$ cat config.mk
export PLATFORM = sky130hd
export DESIGN_NAME = cordic_rr_sched
export DESIGN_NICKNAME = d
export VERILOG_FILES = /design/src/rtl/cordic_rr_sched.sv
export SDC_FILE = /design/constraint.sdc
export NUM_CORES = 1
export LEC_CHECK = 0
export ABC_CLOCK_PERIOD_IN_PS = 3700
export CORE_AREA = 2 2 126 128
export CTS_CLUSTER_DIAMETER = 200
export DETAILED_ROUTE_END_ITERATION = 10
export DIE_AREA = 0 0 128 130
export PLACE_DENSITY = 0.69
export REMOVE_ABC_BUFFERS = 1
export SKIP_LAST_GASP = 1
export SLEW_MARGIN = 10
export SYNTH_ARGS = -nofsm -noshare
export SYNTH_HDL_FRONTEND = slang
export SYNTH_SLANG_ARGS = --single-unit
$ cat constraint.sdc
create_clock -name clk -period 3.7 [get_ports clk]
set_input_delay 0.74 -clock clk [delete_from_list [all_inputs] [get_ports clk]]
set_output_delay 0.74 -clock clk [all_outputs]
set_load 0.02 [all_outputs]
$ cat src/rtl/cordic_rr_sched.sv
// Round-robin front end that shares one iterative CORDIC rotator among N requesters.
// Jobs are issued one at a time; a watchdog aborts a job if the rotator never finishes.
module cordic_rr_sched #(
  parameter int N       = 4,
  parameter int DW      = 16,
  parameter int TIMEOUT = 31
) (
  input  logic                 clk,
  input  logic                 reset,
  input  logic [N-1:0]         req_valid,
  output logic [N-1:0]         req_ready,
  input  logic [N*DW-1:0]      req_v0,
  input  logic [N*DW-1:0]      req_v1,
  input  logic [N*DW-1:0]      req_angle,
  output logic                 rsp_valid,
  output logic [$clog2(N)-1:0] rsp_id,
  output logic [DW-1:0]        rsp_v0,
  output logic [DW-1:0]        rsp_v1,
  output logic                 rsp_err,
  output logic                 co_start,
  output logic [DW-1:0]        co_v0,
  output logic [DW-1:0]        co_v1,
  output logic [DW-1:0]        co_angle,
  input  logic                 co_ready,
  input  logic [DW-1:0]        co_v0_o,
  input  logic [DW-1:0]        co_v1_o,
  output logic                 busy
);
  localparam int          IW = $clog2(N);
  localparam int          WW = $clog2(TIMEOUT + 1);
  localparam int unsigned NU = N;

  localparam logic [2:0] S_IDLE    = 3'd0;
  localparam logic [2:0] S_ISSUE   = 3'd1;
  localparam logic [2:0] S_WAIT_LO = 3'd2;
  localparam logic [2:0] S_WAIT_HI = 3'd3;
  localparam logic [2:0] S_RESP    = 3'd4;

  logic [2:0]    state;
  logic [IW-1:0] ptr;
  logic [IW-1:0] grant_idx;
  logic [IW-1:0] cand;
  logic          grant_any;
  logic          grant_fire;
  logic [WW-1:0] wdog;
  logic          wdog_hit;
  logic [DW-1:0] gv0;
  logic [DW-1:0] gv1;
  logic [DW-1:0] gang;

  // Scan starts one past the last winner so every requester gets a turn within N jobs.
  always_comb begin
    grant_any = 1'b0;
    grant_idx = '0;
    cand      = '0;
    for (int unsigned k = 1; k <= NU; k++) begin
      cand = IW'((32'(ptr) + k) % NU);
      if (!grant_any && req_valid[cand]) begin
        grant_any = 1'b1;
        grant_idx = cand;
      end
    end
  end

  always_comb begin
    gv0  = '0;
    gv1  = '0;
    gang = '0;
    for (int unsigned i = 0; i < NU; i++) begin
      if (grant_idx == IW'(i)) begin
        gv0  = req_v0[i*DW +: DW];
        gv1  = req_v1[i*DW +: DW];
        gang = req_angle[i*DW +: DW];
      end
    end
  end

  assign grant_fire = (state == S_IDLE) && co_ready && grant_any && !reset;
  assign wdog_hit   = (wdog == WW'(TIMEOUT - 1));

  always_comb begin
    req_ready = '0;
    for (int unsigned i = 0; i < NU; i++) begin
      req_ready[i] = grant_fire && (grant_idx == IW'(i));
    end
  end

  assign co_start  = (state == S_ISSUE);
  assign rsp_valid = (state == S_RESP);
  assign busy      = (state != S_IDLE);

  always_ff @(posedge clk) begin
    if (reset) begin
      state    <= S_IDLE;
      ptr      <= IW'(N - 1);
      wdog     <= '0;
      rsp_id   <= '0;
      rsp_v0   <= '0;
      rsp_v1   <= '0;
      rsp_err  <= 1'b0;
      co_v0    <= '0;
      co_v1    <= '0;
      co_angle <= '0;
    end else begin
      case (state)
        S_IDLE: begin
          if (grant_fire) begin
            ptr      <= grant_idx;
            rsp_id   <= grant_idx;
            co_v0    <= gv0;
            co_v1    <= gv1;
            co_angle <= gang;
            rsp_err  <= 1'b0;
            state    <= S_ISSUE;
          end
        end
        S_ISSUE: begin
          wdog  <= '0;
          state <= S_WAIT_LO;
        end
        S_WAIT_LO: begin
          wdog <= wdog + WW'(1);
          if (wdog_hit) begin
            rsp_err <= 1'b1;
            rsp_v0  <= '0;
            rsp_v1  <= '0;
            state   <= S_RESP;
          end else if (!co_ready) begin
            state <= S_WAIT_HI;
          end
        end
        S_WAIT_HI: begin
          wdog <= wdog + WW'(1);
          // A result arriving on the final watchdog cycle still wins over the abort.
          if (co_ready) begin
            rsp_v0 <= co_v0_o;
            rsp_v1 <= co_v1_o;
            state  <= S_RESP;
          end else if (wdog_hit) begin
            rsp_err <= 1'b1;
            rsp_v0  <= '0;
            rsp_v1  <= '0;
            state   <= S_RESP;
          end
        end
        S_RESP: begin
          rsp_err <= 1'b0;
          state   <= S_IDLE;
        end
        default: state <= S_IDLE;
      endcase
    end
  end

endmodule

* After elaboration in Yosys (flattened, before gate mapping)
Cells that the tools add are included.
** Word-level totals
- ROM bits :: 0
- Input bits :: 231
- Memories :: 0
- Register bits :: 93
- Output and inout port bits :: 90
- Bits in writable memories :: 0
- Latch bits :: 0
- Word-level logic and storage cells :: 100
** Operators by class
- Reductions and logical operators :: 24
- Shift operators :: 0
- Bitwise operators :: 0
- Add/sub/neg operators :: 5
- Equal/unequal tests :: 12
- Divide/modulo/power cells :: 0
- Mux-type cells :: 45
- Multiply operators :: 0
- Magnitude comparators :: 4
** Operators with widths (count)
- 16-bit two-way mux :: 16
- 16-bit case mux with 2 select lines :: 2
- 3-bit two-way mux :: 5
- 2-bit by 3-bit less-than comparator with 1-bit output (second input constant) :: 4
- 3-bit case mux with 4 select lines :: 1
- 1-bit two-way mux :: 11
- 1-bit logical AND :: 10
- 5-bit case mux with 2 select lines :: 1
- 1-bit binary-select mux with 2-bit select :: 4
- 2-bit two-way mux :: 4
- 3-bit by 2-bit == test with 1-bit output (second input constant) :: 2
- 3-bit != test (second input constant) :: 2
- 3-bit AND reduction :: 2
- 5-bit by 1-bit adder with 5-bit output (second input constant) :: 1
- 5-bit == test (second input constant) :: 1
- 2-bit by 1-bit adder with 2-bit output (second input constant) :: 2
- 2-bit adder (second input constant) :: 2
- 2-bit == test (second input constant) :: 2
- 1-bit zero test :: 4
- 2-bit != test (second input constant) :: 2
- 1-bit case mux with 4 select lines :: 1
- 2-bit nonzero test :: 2
- 4-bit nonzero test :: 1
- 3-bit by 1-bit == test with 1-bit output (second input constant) :: 1
- 7 further kinds :: 7

* Depth between registers and ports, before layout
Gate-level depths: netlist of the first run.
- Depth in word-level cells :: 18
- Depth in mapped cells :: 8
- Mapped depth without buffers :: 7

* Least setup slack after synthesis of the first run
OpenSTA, ideal clock, no wires.
- Path type :: in2out
- Start :: input port req_valid[0]
- End :: output port req_ready[3]
- Data arrival time :: 1.968 ns
- Stages on the path :: 7
- Required time :: 2.960 ns
- Buffers on the path :: 2
- Slack :: 0.992 ns
- Cell sequence :: o21ai_0 -> o21ai_0 -> a211oi_1 -> buf_2 -> buf_2 -> nand2_1 -> nor2_1
** On the way
- Longest elaborated chain between the ends :: 15
- Elaborated cells on any way between the ends :: 26
- Classes of those cells :: eq/ne: 1; mux: 16; reduce/logical: 9
** RTL lines
- start: declaration :: RTL line 10 : input logic [N-1:0] req_valid,
- 1-bit binary-select mux with 2-bit select :: RTL line 58 : if (!grant_any && req_valid[cand]) begin
- 1-bit two-way mux (implied by the code) :: RTL line 58
- 1-bit two-way mux :: RTL line 58
- 1-bit zero test :: RTL line 58
- 1-bit logical AND :: RTL line 58
- 1-bit two-way mux :: RTL line 58
- 1-bit zero test :: RTL line 58
- 1-bit logical AND :: RTL line 58
- 1-bit two-way mux :: RTL line 58
- 1-bit zero test :: RTL line 58
- 1-bit logical AND :: RTL line 58
- 1-bit two-way mux :: RTL line 58
- 1-bit logical AND (2 in a row) :: RTL line 78 : assign grant_fire = (state == S_IDLE) && co_ready && grant_any && !reset;
- 1-bit logical AND (*) :: RTL line 84 : req_ready[i] = grant_fire && (grant_idx == IW'(i));
- end: declaration :: RTL line 11 : output logic [N-1:0] req_ready,
Mark *: on every way between the ends. The rest lies on a longest branch, timed or not. The select of a mux whose other input is x is not followed.

* Final worst setup path of the first run
- Start :: input port req_valid[1]
- End :: output port req_ready[0]
Same word-level chain as after synthesis.

==> results of run 1 <==
placed cells by master, fill, tap and decap left out, types with 2 or more instances in the layout:
master and instances:
bufinv_16 3, nand4_1 2, o221ai_1 47, clkdlybuf4s50_1 318
clkbuf_16 9, a211oi_1 3, nand3_1 35, nand2_1 88
or3_1 2, or2_2 3, o21ai_0 5, nand2b_1 2
mux2i_1 97, a21oi_1 41, inv_1 6, ha_1 2
a2bb2oi_1 2, nor2_1 17, buf_4 11, dfxtp_1 93
nor2b_1 2
sequential cells by signal, indices dropped and copies added, names as in the netlist:
register / cells
rsp_err: 1
wdog: 5
co_v0: 16
co_v1: 16
co_angle: 16
ptr: 2
rsp_v0: 16
rsp_id: 2
rsp_v1: 16
state: 3
power groups by stage:
stage	combinational, mW	sequential (mW)	clock (mW)
detailed placement	1.37	1.26	0
global placement	1.35	1.25	0
global route	1.46	1.25	1.13
finish	1.36	1.23	1.06
floorplan	0.672	1.40	0
CTS	1.38	1.23	1.09
repair_timing:
item	4_1_cts	5_1_grt
hold endpoints to repair	0	0
gates resized for setup	0	1
endpoints found under the setup margin	0	3
setup buffers	0	1
final cells by class:
class	instances	area, sq um
Multi-Input combinational cell	362	2480
Sequential cell	93	1860
Tap cell	192	240
Fill cell	1342	7200
Clock buffer	9	225
Timing Repair Buffer	331	3280
Antenna cell	1	2.50
Inverter	6	22.5
Clock inverter	6	111
stage by stage:
step / area, sq um / cells / setup slack, ns / setup TNS (ns)
global placement: 7880 / 983 / 0.0883 / 0
global route: 8220 / 999 / 0.0138 / 0
finish: 8230 / 1000 / 0.132 / 0
CTS: 8210 / 998 / 0.0306 / 0
floorplan: 4330 / 461 / -9.79 / -467.26
detailed placement: 7880 / 983 / 0.0306 / 0
kinds of logic after synthesis:
logic type | synth area share, %
AO/OA/AOI/OAI | 16.6
adder cells (fa/ha/maj) | 0.554
buffers and inverters | 4.57
flip-flops | 41.2
multiplexers | 21.8
AND/OR/NAND/NOR | 15.3
tightest hold or removal path, cell delays in order, from the launching register on:
cell and delay (ns):
dfxtp_1 0.32, nand2_1 0.05, o221ai_1 0.05
per-layer routing:
metal	wire, um	global-route usage, %	up-vias
met4	354	6.85	0
met1	6700	21.9	2347
met3	1610	7.34	24
met5	0	0	-
met2	9190	37.3	204
li1	-	-	2436
worst max-delay path by stage:
stage | from | end | slack [ns]
6_report | req_valid[1] | req_ready[0] | 0.13
5_1_grt | req_valid[0] | req_ready[0] | 0.01
4_1_cts | req_valid[0] | req_ready[3] | 0.03
3_5_place_dp | req_valid[0] | req_ready[3] | 0.03
3_3_place_gp | req_valid[1] | req_ready[1] | 0.09
2_1_floorplan | req_valid[0] | req_ready[0] | -9.79
==> flow_summary_export.csv, run 1 <==
group,metric,value,unit
sta,whs,0.461,ns
yosys,yosysTopAreaCell,"dfxtp_1",
yosys,ys_top_cells_by_count,"97 x mux2i_1, 93 x dfxtp_1, 88 x nand2_1",
power,intPower,2.51,mW
hold_path,holdPathEnd,"co_v1[3]",
critical_path,r2r-end,"co_angle[9]",
critical_path,critical-path-top-delay-family,"buffers and inverters",
clock_tree,cts_hold_buf,0,
floorplan,die_h,130,um
clock_tree,cts_made_buffers,9,
yosys,synth_most_common_cell,"mux2i_1",
detailed_routing,vias_per_cell,5.01,
global_routing,grt_antenna_before_repair,0,
global_routing,grt_pass1_wl,26.6,mm
floorplan,dieArea,16600,sq um
detailed_routing,drc_errors,0,
yosys,synth_cell_types,33,
yosys,synthCells,502,
hold_path,min-delay-start,"co_v1[3]",
sta,rsz0062_at_grt,"false",
clock_tree,path_clk_slew,0.07,ns
yosys,synth-main-ff-cell,"dfxtp_1",
critical_path,path_depth,7,
power,p_total,3.65,mW
yosys,syn_area,4520,sq um
placement,io_buffers,320,
yosys,ys_seq_area_share,41.2,%
detailed_routing,wl,17.9,mm
sta,worst_pin_slew,1.11,ns
layout,syn_to_final_growth,82.2,%
global_routing,grtUsageTotal,20.4,%
layout,drive_gt1_share,4.83,%
yosys,synthArstFlopShare,0,%
critical_path,path_cells,"clkdlybuf4s50_1, inv_1, a211oi_1, a211oi_4, buf_4, nor2_1, clkdlybuf4s50_1",
critical_path,required,2.96,ns
detailed_routing,vias,5011,
critical_path,worstReg2RegStart,"ptr[0]",
run,drv_cap,0,
clock_tree,cts.sinks,93,
power,ir_drop,293,uV
yosys,synth_edf_count,0,
hold_path,hp-class,"reg2reg",
yosys,ys_ff_latch,93,
sta,slew_headroom,25.9,%
floorplan,die_x,128,um
power,leakagePower,2.97,nW
critical_path,cpPeakStageDelay,0.68,ns
floorplan,core_area,15400,sq um
critical_path,cp-end-kind,"output pin",
global_routing,gr-total-overflow,0,
global_routing,grt_max_degree,66,
critical_path,r2r_cells,7,
power,p_switching,1.15,mW
power,p_per_area,444,nW/um^2
critical_path,path_class,"in2out",
sta,fmax,0.280,GHz
clock_tree,cts_max_level,3,
yosys,synth_top_area_share,41.2,%
power,p_clk_share,28.9,%
detailed_routing,ant_nets,0,
critical_path,slowest_stage,"clkdlybuf4s50_1",
placement,place.gp.congestion,0.824,
floorplan,initial_core_util,29.3,%
sta,slew_viol_final,0,
sta,clock_skew,0.00817,ns
detailed_routing,dr.pass1.iters,5,
detailed_routing,drtIter0Drc,233,
run_status,status,"complete, no violations",
clock_tree,clk_latency,0.35,ns
yosys,yosys_warnings,0,
yosys,synth_area_leaders,"dfxtp_1 41%, mux2i_1 22%, o221ai_1 9.1%",
critical_path,cp_max_fo,6,
critical_path,rrSetupSlack,1.18,ns
critical_path,arrival,2.83,ns
power,switching_share,31.4,%
layout,finalNetCount,1036,
sta,setup_viol,0,
placement,hpwlAfterDp,13.6,mm
critical_path,cpMostUsedCell,"clkdlybuf4s50_1",
critical_path,critPathBufInv,4,
floorplan,pin_count,321,
detailed_routing,wire_per_inst,17.9,um
yosys,syn_area_per_cell,9.00,sq um
layout,fin_util,53.3,%
clock_tree,cts_tree,"done",
clock_tree,cts-root-buf,"clkbuf_16",
hold_path,worstHoldPathCells,2,
power,power_frac_seq,33.8,%
sta,final.period_utilization,96.4,%
global_routing,grt_pass1_vias,5020,
clock_tree,cts.path.max_buffers,2,
critical_path,cp-start-kind,"primary input",
floorplan,rows,46,
power,p_comb_share,37.3,%
sta,min_period,3.57,ns
sta,hold_viol_final,0,
Note: power is estimated with default switching activity, not from simulation.
==> run 2, diff against run 1 <==
CTS_CLUSTER_DIAMETER = 80   (was 200)
==> results of run 2 <==
Same layout as run 1: the final DEF is identical, and so are final timing and power.
